**src/rtl/fb_scanout.sv**
```systemverilog
`default_nettype none
// +----------------------------------------------------------------------------+
// | Module      : fb_scanout                                                   |
// | Description : VGA-style raster scanout of a 64x64 1bpp framebuffer, with   |
// |               SCALE x SCALE pixel replication and registered video outputs.|
// | Revision    : 1.0 - initial release                                        |
// +----------------------------------------------------------------------------+
module fb_scanout #(
  parameter int          H_ACTIVE = 640,
  parameter int          H_FP     = 16,
  parameter int          H_SYNC   = 96,
  parameter int          H_BP     = 48,
  parameter int          V_ACTIVE = 480,
  parameter int          V_FP     = 10,
  parameter int          V_SYNC   = 2,
  parameter int          V_BP     = 33,
  parameter int          SCALE    = 4,
  parameter logic [11:0] FG_COLOR = 12'hFFF,
  parameter logic [11:0] BG_COLOR = 12'h008
) (
  input  logic        clk,
  input  logic        rst_n,
  input  logic        pix_en,
  output logic [8:0]  vaddr,
  input  logic [31:0] vdata,
  output logic        hsync_n,
  output logic        vsync_n,
  output logic        de,
  output logic [11:0] rgb,
  output logic        frame_start
);

  localparam int c_H_TOTAL = H_ACTIVE + H_FP + H_SYNC + H_BP;
  localparam int c_V_TOTAL = V_ACTIVE + V_FP + V_SYNC + V_BP;
  localparam int c_HW      = $clog2(c_H_TOTAL);
  localparam int c_VW      = $clog2(c_V_TOTAL);
  localparam int c_SW      = (SCALE > 1) ? $clog2(SCALE) : 1;

  localparam logic [c_HW-1:0] c_H_LAST   = c_HW'(c_H_TOTAL - 1);
  localparam logic [c_HW-1:0] c_H_ACT    = c_HW'(H_ACTIVE);
  localparam logic [c_HW-1:0] c_HS_BEG   = c_HW'(H_ACTIVE + H_FP);
  localparam logic [c_HW-1:0] c_HS_END   = c_HW'(H_ACTIVE + H_FP + H_SYNC);
  localparam logic [c_HW-1:0] c_H_IMG    = c_HW'(64 * SCALE);
  localparam logic [c_HW-1:0] c_H_ONE    = c_HW'(1);
  localparam logic [c_VW-1:0] c_V_LAST   = c_VW'(c_V_TOTAL - 1);
  localparam logic [c_VW-1:0] c_V_ACT    = c_VW'(V_ACTIVE);
  localparam logic [c_VW-1:0] c_VS_BEG   = c_VW'(V_ACTIVE + V_FP);
  localparam logic [c_VW-1:0] c_VS_END   = c_VW'(V_ACTIVE + V_FP + V_SYNC);
  localparam logic [c_VW-1:0] c_V_IMG    = c_VW'(64 * SCALE);
  localparam logic [c_VW-1:0] c_V_ONE    = c_VW'(1);
  localparam logic [c_SW-1:0] c_SUB_LAST = c_SW'(SCALE - 1);
  localparam logic [c_SW-1:0] c_SUB_ONE  = c_SW'(1);

  logic [c_HW-1:0] r_h_cnt;
  logic [c_VW-1:0] r_v_cnt;
  logic [c_SW-1:0] r_x_sub;
  logic [c_SW-1:0] r_y_sub;
  logic [5:0]      r_img_x;
  logic [5:0]      r_img_y;
  logic [31:0]     r_word;
  logic [8:0]      r_vaddr;
  logic            r_hsync_n;
  logic            r_vsync_n;
  logic            r_de;
  logic [11:0]     r_rgb;
  logic            r_frame_start;

  logic            w_in_img;
  logic            w_active;
  logic            w_load;
  logic            w_pix;
  logic            w_h_wrap;
  logic            w_v_wrap;
  logic            w_x_wrap;
  logic            w_y_wrap;
  logic [5:0]      w_next_row;

  assign w_in_img   = (r_h_cnt < c_H_IMG) && (r_v_cnt < c_V_IMG);
  assign w_active   = (r_h_cnt < c_H_ACT) && (r_v_cnt < c_V_ACT);
  assign w_load     = w_in_img && (r_x_sub == '0) && (r_img_x[4:0] == 5'd0);
  // Bit 31 is the leftmost pixel; on a load strobe the fresh word bypasses r_word.
  assign w_pix      = w_load ? vdata[31] : r_word[~r_img_x[4:0]];
  assign w_h_wrap   = (r_h_cnt == c_H_LAST);
  assign w_v_wrap   = (r_v_cnt == c_V_LAST);
  assign w_x_wrap   = (r_x_sub == c_SUB_LAST);
  assign w_y_wrap   = (r_y_sub == c_SUB_LAST);
  // Row for the next raster line; 6-bit wrap takes row 63 back to row 0.
  assign w_next_row = w_y_wrap ? (r_img_y + 6'd1) : r_img_y;

  always_ff @(posedge clk or negedge rst_n) begin
    if (!rst_n) begin
      r_h_cnt       <= '0;
      r_v_cnt       <= '0;
      r_x_sub       <= '0;
      r_y_sub       <= '0;
      r_img_x       <= '0;
      r_img_y       <= '0;
      r_word        <= '0;
      r_vaddr       <= '0;
      r_hsync_n     <= 1'b1;
      r_vsync_n     <= 1'b1;
      r_de          <= 1'b0;
      r_rgb         <= '0;
      r_frame_start <= 1'b0;
    end else if (pix_en) begin
      if (w_h_wrap) begin
        r_h_cnt <= '0;
        r_x_sub <= '0;
        r_img_x <= '0;
        if (w_v_wrap) begin
          r_v_cnt <= '0;
          r_y_sub <= '0;
          r_img_y <= '0;
        end else begin
          r_v_cnt <= r_v_cnt + c_V_ONE;
          r_y_sub <= w_y_wrap ? '0 : (r_y_sub + c_SUB_ONE);
          r_img_y <= w_next_row;
        end
      end else begin
        r_h_cnt <= r_h_cnt + c_H_ONE;
        r_x_sub <= w_x_wrap ? '0 : (r_x_sub + c_SUB_ONE);
        if (w_x_wrap) begin
          r_img_x <= r_img_x + 6'd1;
        end
      end

      if (w_load) begin
        r_word  <= vdata;
        r_vaddr <= r_img_x[5] ? {w_next_row, 1'b0, 2'b00} : {r_img_y, 1'b1, 2'b00};
      end

      r_hsync_n     <= !((r_h_cnt >= c_HS_BEG) && (r_h_cnt < c_HS_END));
      r_vsync_n     <= !((r_v_cnt >= c_VS_BEG) && (r_v_cnt < c_VS_END));
      r_de          <= w_active;
      r_rgb         <= !w_active ? 12'h000 : ((w_in_img && w_pix) ? FG_COLOR : BG_COLOR);
      r_frame_start <= (r_h_cnt == '0) && (r_v_cnt == '0);
    end else begin
      // Single-clock pulse even when the strobe stalls.
      r_frame_start <= 1'b0;
    end
  end

  assign vaddr       = r_vaddr;
  assign hsync_n     = r_hsync_n;
  assign vsync_n     = r_vsync_n;
  assign de          = r_de;
  assign rgb         = r_rgb;
  assign frame_start = r_frame_start;

endmodule
`default_nettype wire

```
**config.mk**
```make
export PLATFORM = sky130hd
export DESIGN_NAME = fb_scanout
export DESIGN_NICKNAME = d
export VERILOG_FILES = /design/src/rtl/fb_scanout.sv
export SDC_FILE = /design/constraint.sdc
export NUM_CORES = 1
export LEC_CHECK = 0
export ABC_AREA = 1
export ABC_CLOCK_PERIOD_IN_PS = 3250
export CELL_PAD_IN_SITES_DETAIL_PLACEMENT = 1
export CELL_PAD_IN_SITES_GLOBAL_PLACEMENT = 1
export CORE_UTILIZATION = 25
export CTS_BUF_LIST = sky130_fd_sc_hd__clkbuf_4 sky130_fd_sc_hd__clkbuf_8
export DETAILED_ROUTE_END_ITERATION = 16
export PLACE_DENSITY = 0.59
export RECOVER_POWER = 50
export REMOVE_ABC_BUFFERS = 1
export SLEW_MARGIN = 0
export SYNTH_ARGS = -nofsm -noshare
export SYNTH_HDL_FRONTEND = slang
export SYNTH_SLANG_ARGS = --single-unit
export TNS_END_PERCENT = 30
```
**constraint.sdc**
```tcl
create_clock -name clk -period 3.25 [get_ports clk]
set_clock_uncertainty 0.2 [all_clocks]
set_input_delay 0.65 -clock clk [delete_from_list [all_inputs] [get_ports clk]]
set_output_delay 0.65 -clock clk [all_outputs]
set_load 0.01 [all_outputs]
```
### Word-level counts from Yosys, hierarchy flattened

Index checks and enable logic that the tools add are counted.

* register bits after elaboration: 93
* input port bits: 35
* output and inout bits: 25
* logic and storage cells: 68

* $add $sub $neg: 6
* $lt $le $gt $ge: 9
* equal/unequal tests: 4
* mux-type cells: 17
* bitwise logic cells: 1
* reductions and logical operators: 18

Operators by type and width (number)
* 10-bit by 9-bit < comparator with 1-bit output (second input constant): 4
* 12-bit two-way mux: 2
* 6-bit two-way mux: 4
* 10-bit by 1-bit adder with 10-bit output (second input constant): 2
* 10-bit equality test (second input constant): 2
* 10-bit zero test: 2
* 10-bit < comparator (second input constant): 2
* 10-bit two-way mux: 2
* 6-bit by 1-bit adder with 6-bit output (second input constant): 2
* 10-bit >= comparator (second input constant): 1
* 10-bit by 9-bit >= comparator with 1-bit output (second input constant): 1
* 9-bit two-way mux: 1
* 1-bit logical AND: 8
* 2-bit two-way mux: 4
* 5-bit by 6-bit < comparator with 1-bit output (second input constant): 1
* 2-bit AND reduction: 3
* 1-bit binary-select mux with 5-bit select: 1
* 5-bit zero test: 1
* 5-bit NOT: 1
* 2-bit by 1-bit adder with 2-bit output (second input constant): 2
* 2-bit equality test (second input constant): 2
* 1-bit two-way mux: 3
* 1-bit zero test: 2
* 2-bit zero test: 1
* 2-bit nonzero test: 1

### Depth between registers and ports, before layout

* depth in word-level cells: 8
* mapped depth: 12
* gate-level depth less buffers: 12

### Worst setup path before layout

No wires, ideal clock.

* path type: reg-to-reg
* from: reg r_img_x[0]
* to: reg r_word[0]
* library setup time: 0.126 ns
* arrival: 1.610 ns
* slack: 1.314 ns
* cell stages (with the launch flop): 11
* path buffers: 3
* cell sequence: dfrtp_1 -> inv_1 -> buf_2 -> ha_1 -> nand3_1 -> nor2_1 -> nand3_2 -> inv_2 -> buf_4 -> buf_2 -> o21ai_0

* cells in the longest elaborated chain, start to end: 3

RTL lines
* start: declaration: RTL line 58 `logic [5:0] r_img_x;`
* start signal: assignment: RTL line 123 `r_img_x <= r_img_x + 6'd1;`
* 5-bit zero test: RTL line 80 `assign w_load = w_in_img && (r_x_sub == '0) && (r_img_x[4:0] == 5'd0);`
* 1-bit logical AND: RTL line 80
* 2-bit AND reduction (no line)
* end signal: assignment: RTL line 128 `r_word <= vdata;`
* end: declaration: RTL line 60 `logic [31:0] r_word;`

No other way between the ends.
A chain may end at the register's enable or synchronous reset.

### Worst setup path in the final report

* from: in pix_en
* to: reg r_y_sub[0]

* cells in the longest elaborated chain, start to end: 1

RTL lines
* start: declaration: RTL line 23 `input logic pix_en,`
* 2-bit AND reduction (no line)
* end signal: assignment: RTL line 116 `r_y_sub <= w_y_wrap ? '0 : (r_y_sub + c_SUB_ONE);`
* end: declaration: RTL line 57 `logic [c_SW-1:0] r_y_sub;`

No other way between the ends.

==> results.py <==
metrics = {
    "clock_tree": {
        "clock_tree.root_cell": "sky130_fd_sc_hd__clkbuf_8",
        "clock_sinks": 80,
        "ctsLongestPathBuffers": 2,
        "cts_tree": "built",
        "clock_insertion_delay_worst_skew_ns": 0.37,
        "cts-buffers-inserted": 9,
        "cts_setup_buffers": 0,
        "cts_max_level": 3,
        "post_cts_hold_buffer_count": 0,
        "post_cts.resized_instances": 0,
        "cts.reportedPaths.clkPinSlew_ns": 0.09,
    },
    "final_layout": {
        "multi_input_gate_area_in_the_final_layout_um2": 1800,
        "postLayoutCellArea_um2": 5170,
        "instances_no_fill": 813,
        "post-route-util_pct": 31.0,
        "layout-drive-gt1-share_pct": 6.75,
        "layout.area.seq_um2": 2000,
        "fill_cells": 2049,
        "num_antenna_cells": 0,
        "design.final.nets": 634,
        "layout-area-overhead-vs-synth_pct": 20.6,
    },
    "floorplanning": {
        "initial_utilization_pct": 25.7,
        "floorplan.die.width_um": 133,
        "num_rows": 47,
        "die_height_um": 133,
        "floorplan.die_area_um2": 17700,
        "coreArea_um2": 16700,
        "top_level_ports": 60,
    },
    "global_route": {
        "number_of_antenna_violations_at_the_first_check_in_global_routing": 0,
        "grt_start_max_net_pins": 46,
        "grt_pass1_vias": 3879,
        "global_route.overflow_total": 0,
        "grt_first_pass_wirelength_mm": 19.0,
        "grtUsageTotal_pct": 13.6,
    },
    "sta": {
        "setup_viol": 0,
        "finalHoldViolCount": 0,
        "max_slew_margin_pct": 13.0,
        "final_critical_path_setup_slack_ns": 0.749,
        "timing_worst_slew_pin_value_ns": 1.30,
        "layout_worst_path_cycle_share_pct": 76.9,
        "fmax_ghz": 0.400,
        "totalNegativeSetupSlack_ns": 0,
        "drv_slew": 0,
        "grt_setup_unrepaired": "false",
        "finalWorstPathRequiredPeriod_ns": 2.50,
    },
    "route": {
        "detailroute.via_count": 3612,
        "ant_nets": 0,
        "first_iter_violations": 161,
        "avgRoutedWirePerCell_um": 13.7,
        "drt_pre_antenna_iters": 4,
        "drt-vias-per-instance": 4.44,
        "drcViolationCount": 0,
        "postRouteWirelength_mm": 11.1,
    },
    "critical_path": {
        "crit_family": "buffers and inverters",
        "setup.worst_path.start_class": "primary input",
        "cp_data_required_time_ns": 3.33,
        "worstPathCellList": "dlygate4sd3_1, nand2_1, clkinv_4, nand2_2, o22ai_1",
        "critical_path_class": "in -> reg",
        "worst_setup_path_end_kind": "register",
        "crit_buf_inv": 2,
        "cp.arrival_ns": 2.59,
        "r2r-end": "r_y_sub[0]",
        "cell_at_the_slowest_stage_of_the_critical_path": "sky130_fd_sc_hd__dlygate4sd3_1",
        "internal_reg_to_reg_setup_slack_ns": 0.84,
        "r2r_cells": 7,
        "cp_num_cells": 5,
        "critical-path-max-stage-delay_ns": 0.84,
        "critical_path.reg2reg.startpoint": "r_h_cnt[1]",
        "timing.critical_path.fanout_max": 26,
    },
    "pwr": {
        "sequentialPowerShare_pct": 45.1,
        "power.internal_w": 0.00176,
        "fraction_of_power_spent_switching_nets_pct": 37.1,
        "p_leak_nw": 2.42,
        "power_frac_comb_pct": 27.6,
        "power_switching_w": 0.00104,
        "ir_worst_vdd_uv": 244,
        "power.share.clock_pct": 27.4,
        "power-per-cell-area_nw_per_um2": 540,
    },
    "synth": {
        "synth.cell_area_um2": 4290,
        "primary_ff_master_synth": "sky130_fd_sc_hd__dfrtp_1",
        "netlist_instances": 544,
        "synth.top_cells.by_count": "sky130_fd_sc_hd__nand2_1 (152), sky130_fd_sc_hd__dfrtp_1 (78), sky130_fd_sc_hd__inv_1 (65)",
        "synth_top_cell_by_area": "sky130_fd_sc_hd__dfrtp_1",
        "number_of_enable_flip_flop_cells_after_synthesis": 0,
        "synthDistinctLibCells": 36,
        "synthMostInstantiatedCell": "sky130_fd_sc_hd__nand2_1",
        "synth_top_cell_area_share_pct": 45.5,
        "postSynthRegisterBits": 80,
        "largest_cells_by_area_after_synthesis": "sky130_fd_sc_hd__dfrtp_1 (45%), sky130_fd_sc_hd__nand2_1 (13%), sky130_fd_sc_hd__inv_1 (5.7%)",
        "post_synth_arst_share_pct": 100,
        "synth.yosys.seq_area_share_pct": 46.7,
        "synth.yosys.warnings": 0,
        "syn-mean-instance-area_um2": 7.89,
    },
    "placed_design": {
        "io_buffers": 57,
        "detailedPlacementHpwl_mm": 7.90,
        "placement.cell_area_um2": 5000,
        "place_worst_setup_slack_ns": 0.583,
        "gpl_wtd_cong": 0.807,
        "placed_cells_incl_taps": 798,
    },
    "job": {
        "drv_cap": 0,
    },
    "hold_path": {
        "hold_class": "in -> async",
    },
    "run_status": {
        "status": "finished, final reports clean",
    },
}
[layout make-up]
| class | instances | area share [%] |
|---|---|---|
| flip-flops and latches | 80 | 38.7 |
| multi-input cells | 361 | 34.8 |
| repair buffers | 64 | 12.0 |
| inverters | 73 | 5.39 |
| well taps | 220 | 5.32 |
| clock buffers | 10 | 2.66 |
| clock inverters | 5 | 1.09 |
[cells in the final DEF, fill, tap and decap left out, types with 10 or more instances in the layout]
cell,count
sky130_fd_sc_hd__inv_1,65
sky130_fd_sc_hd__xor2_1,14
sky130_fd_sc_hd__nor3_1,16
sky130_fd_sc_hd__dfrtp_1,78
sky130_fd_sc_hd__clkdlybuf4s50_1,55
sky130_fd_sc_hd__nand2_1,153
sky130_fd_sc_hd__o21ai_0,46
sky130_fd_sc_hd__ha_1,10
sky130_fd_sc_hd__clkbuf_8,10
sky130_fd_sc_hd__nor2_1,42
sky130_fd_sc_hd__nand3_1,33
[logic make-up after synthesis]
family / Yosys count / synth area share, %
AND/OR/NAND/NOR: 264 / 26.9
buffers and inverters: 104 / 11.3
flip-flops: 80 / 46.7
AO/OA/AOI/OAI: 70 / 8.98
XOR/XNOR: 14 / 2.86
adder cells (fa/ha/maj): 10 / 2.92
other: 1 / 0.0874
multiplexers: 1 / 0.262
[power by group through the flow]
stage          logic (W)  clock network (W)  registers [W]
5_1_grt         0.000899           0.000836        0.00128
3_5_place_dp    0.000789                  0        0.00128
3_3_place_gp    0.000768                  0        0.00127
6_report        0.000770           0.000765        0.00126
4_1_cts         0.000796           0.000802        0.00126
2_1_floorplan   0.000489                  0        0.00126
[worst max-delay path by stage]
stage                     from    endpoint  slack (ns)
detailed placement      pix_en  r_h_cnt[9]        0.58
CTS                    rgb[10]      rgb[1]        0.77
global route            pix_en  r_img_y[1]        0.58
global placement        pix_en  r_h_cnt[9]        0.60
floorplan           r_img_x[0]    vaddr[8]        0.68
finish                  pix_en  r_y_sub[0]        0.75
[metrics by stage]
stage	total power, W	hold WS [ns]
after floorplan	0.00175	0.154
after global placement	0.00204	0.259
after detailed placement	0.00207	0.266
after CTS	0.00286	0.0838
after global routing	0.00302	0.0872
final	0.00280	0.0676
[layer usage]
layer  GRT usage (%)  up-vias  part of all wire (%)
met5               0        -                     0
met4            3.45        0                  0.99
met3            4.18        8                   4.6
met2            23.6       67                    49
met1            16.2     1740                    46
li1                -     1797                     -
[flip-flops by register name, indices dropped and copies added, names as in the netlist]
register and cells:
r_x_sub 2, hsync_n 1, vsync_n 1, vaddr 7
r_v_cnt 10, r_img_x 6, rgb 2, r_h_cnt 10
frame_start 1, r_word 32, r_y_sub 2, r_img_y 6
Note: power is estimated with default switching activity, not from simulation.
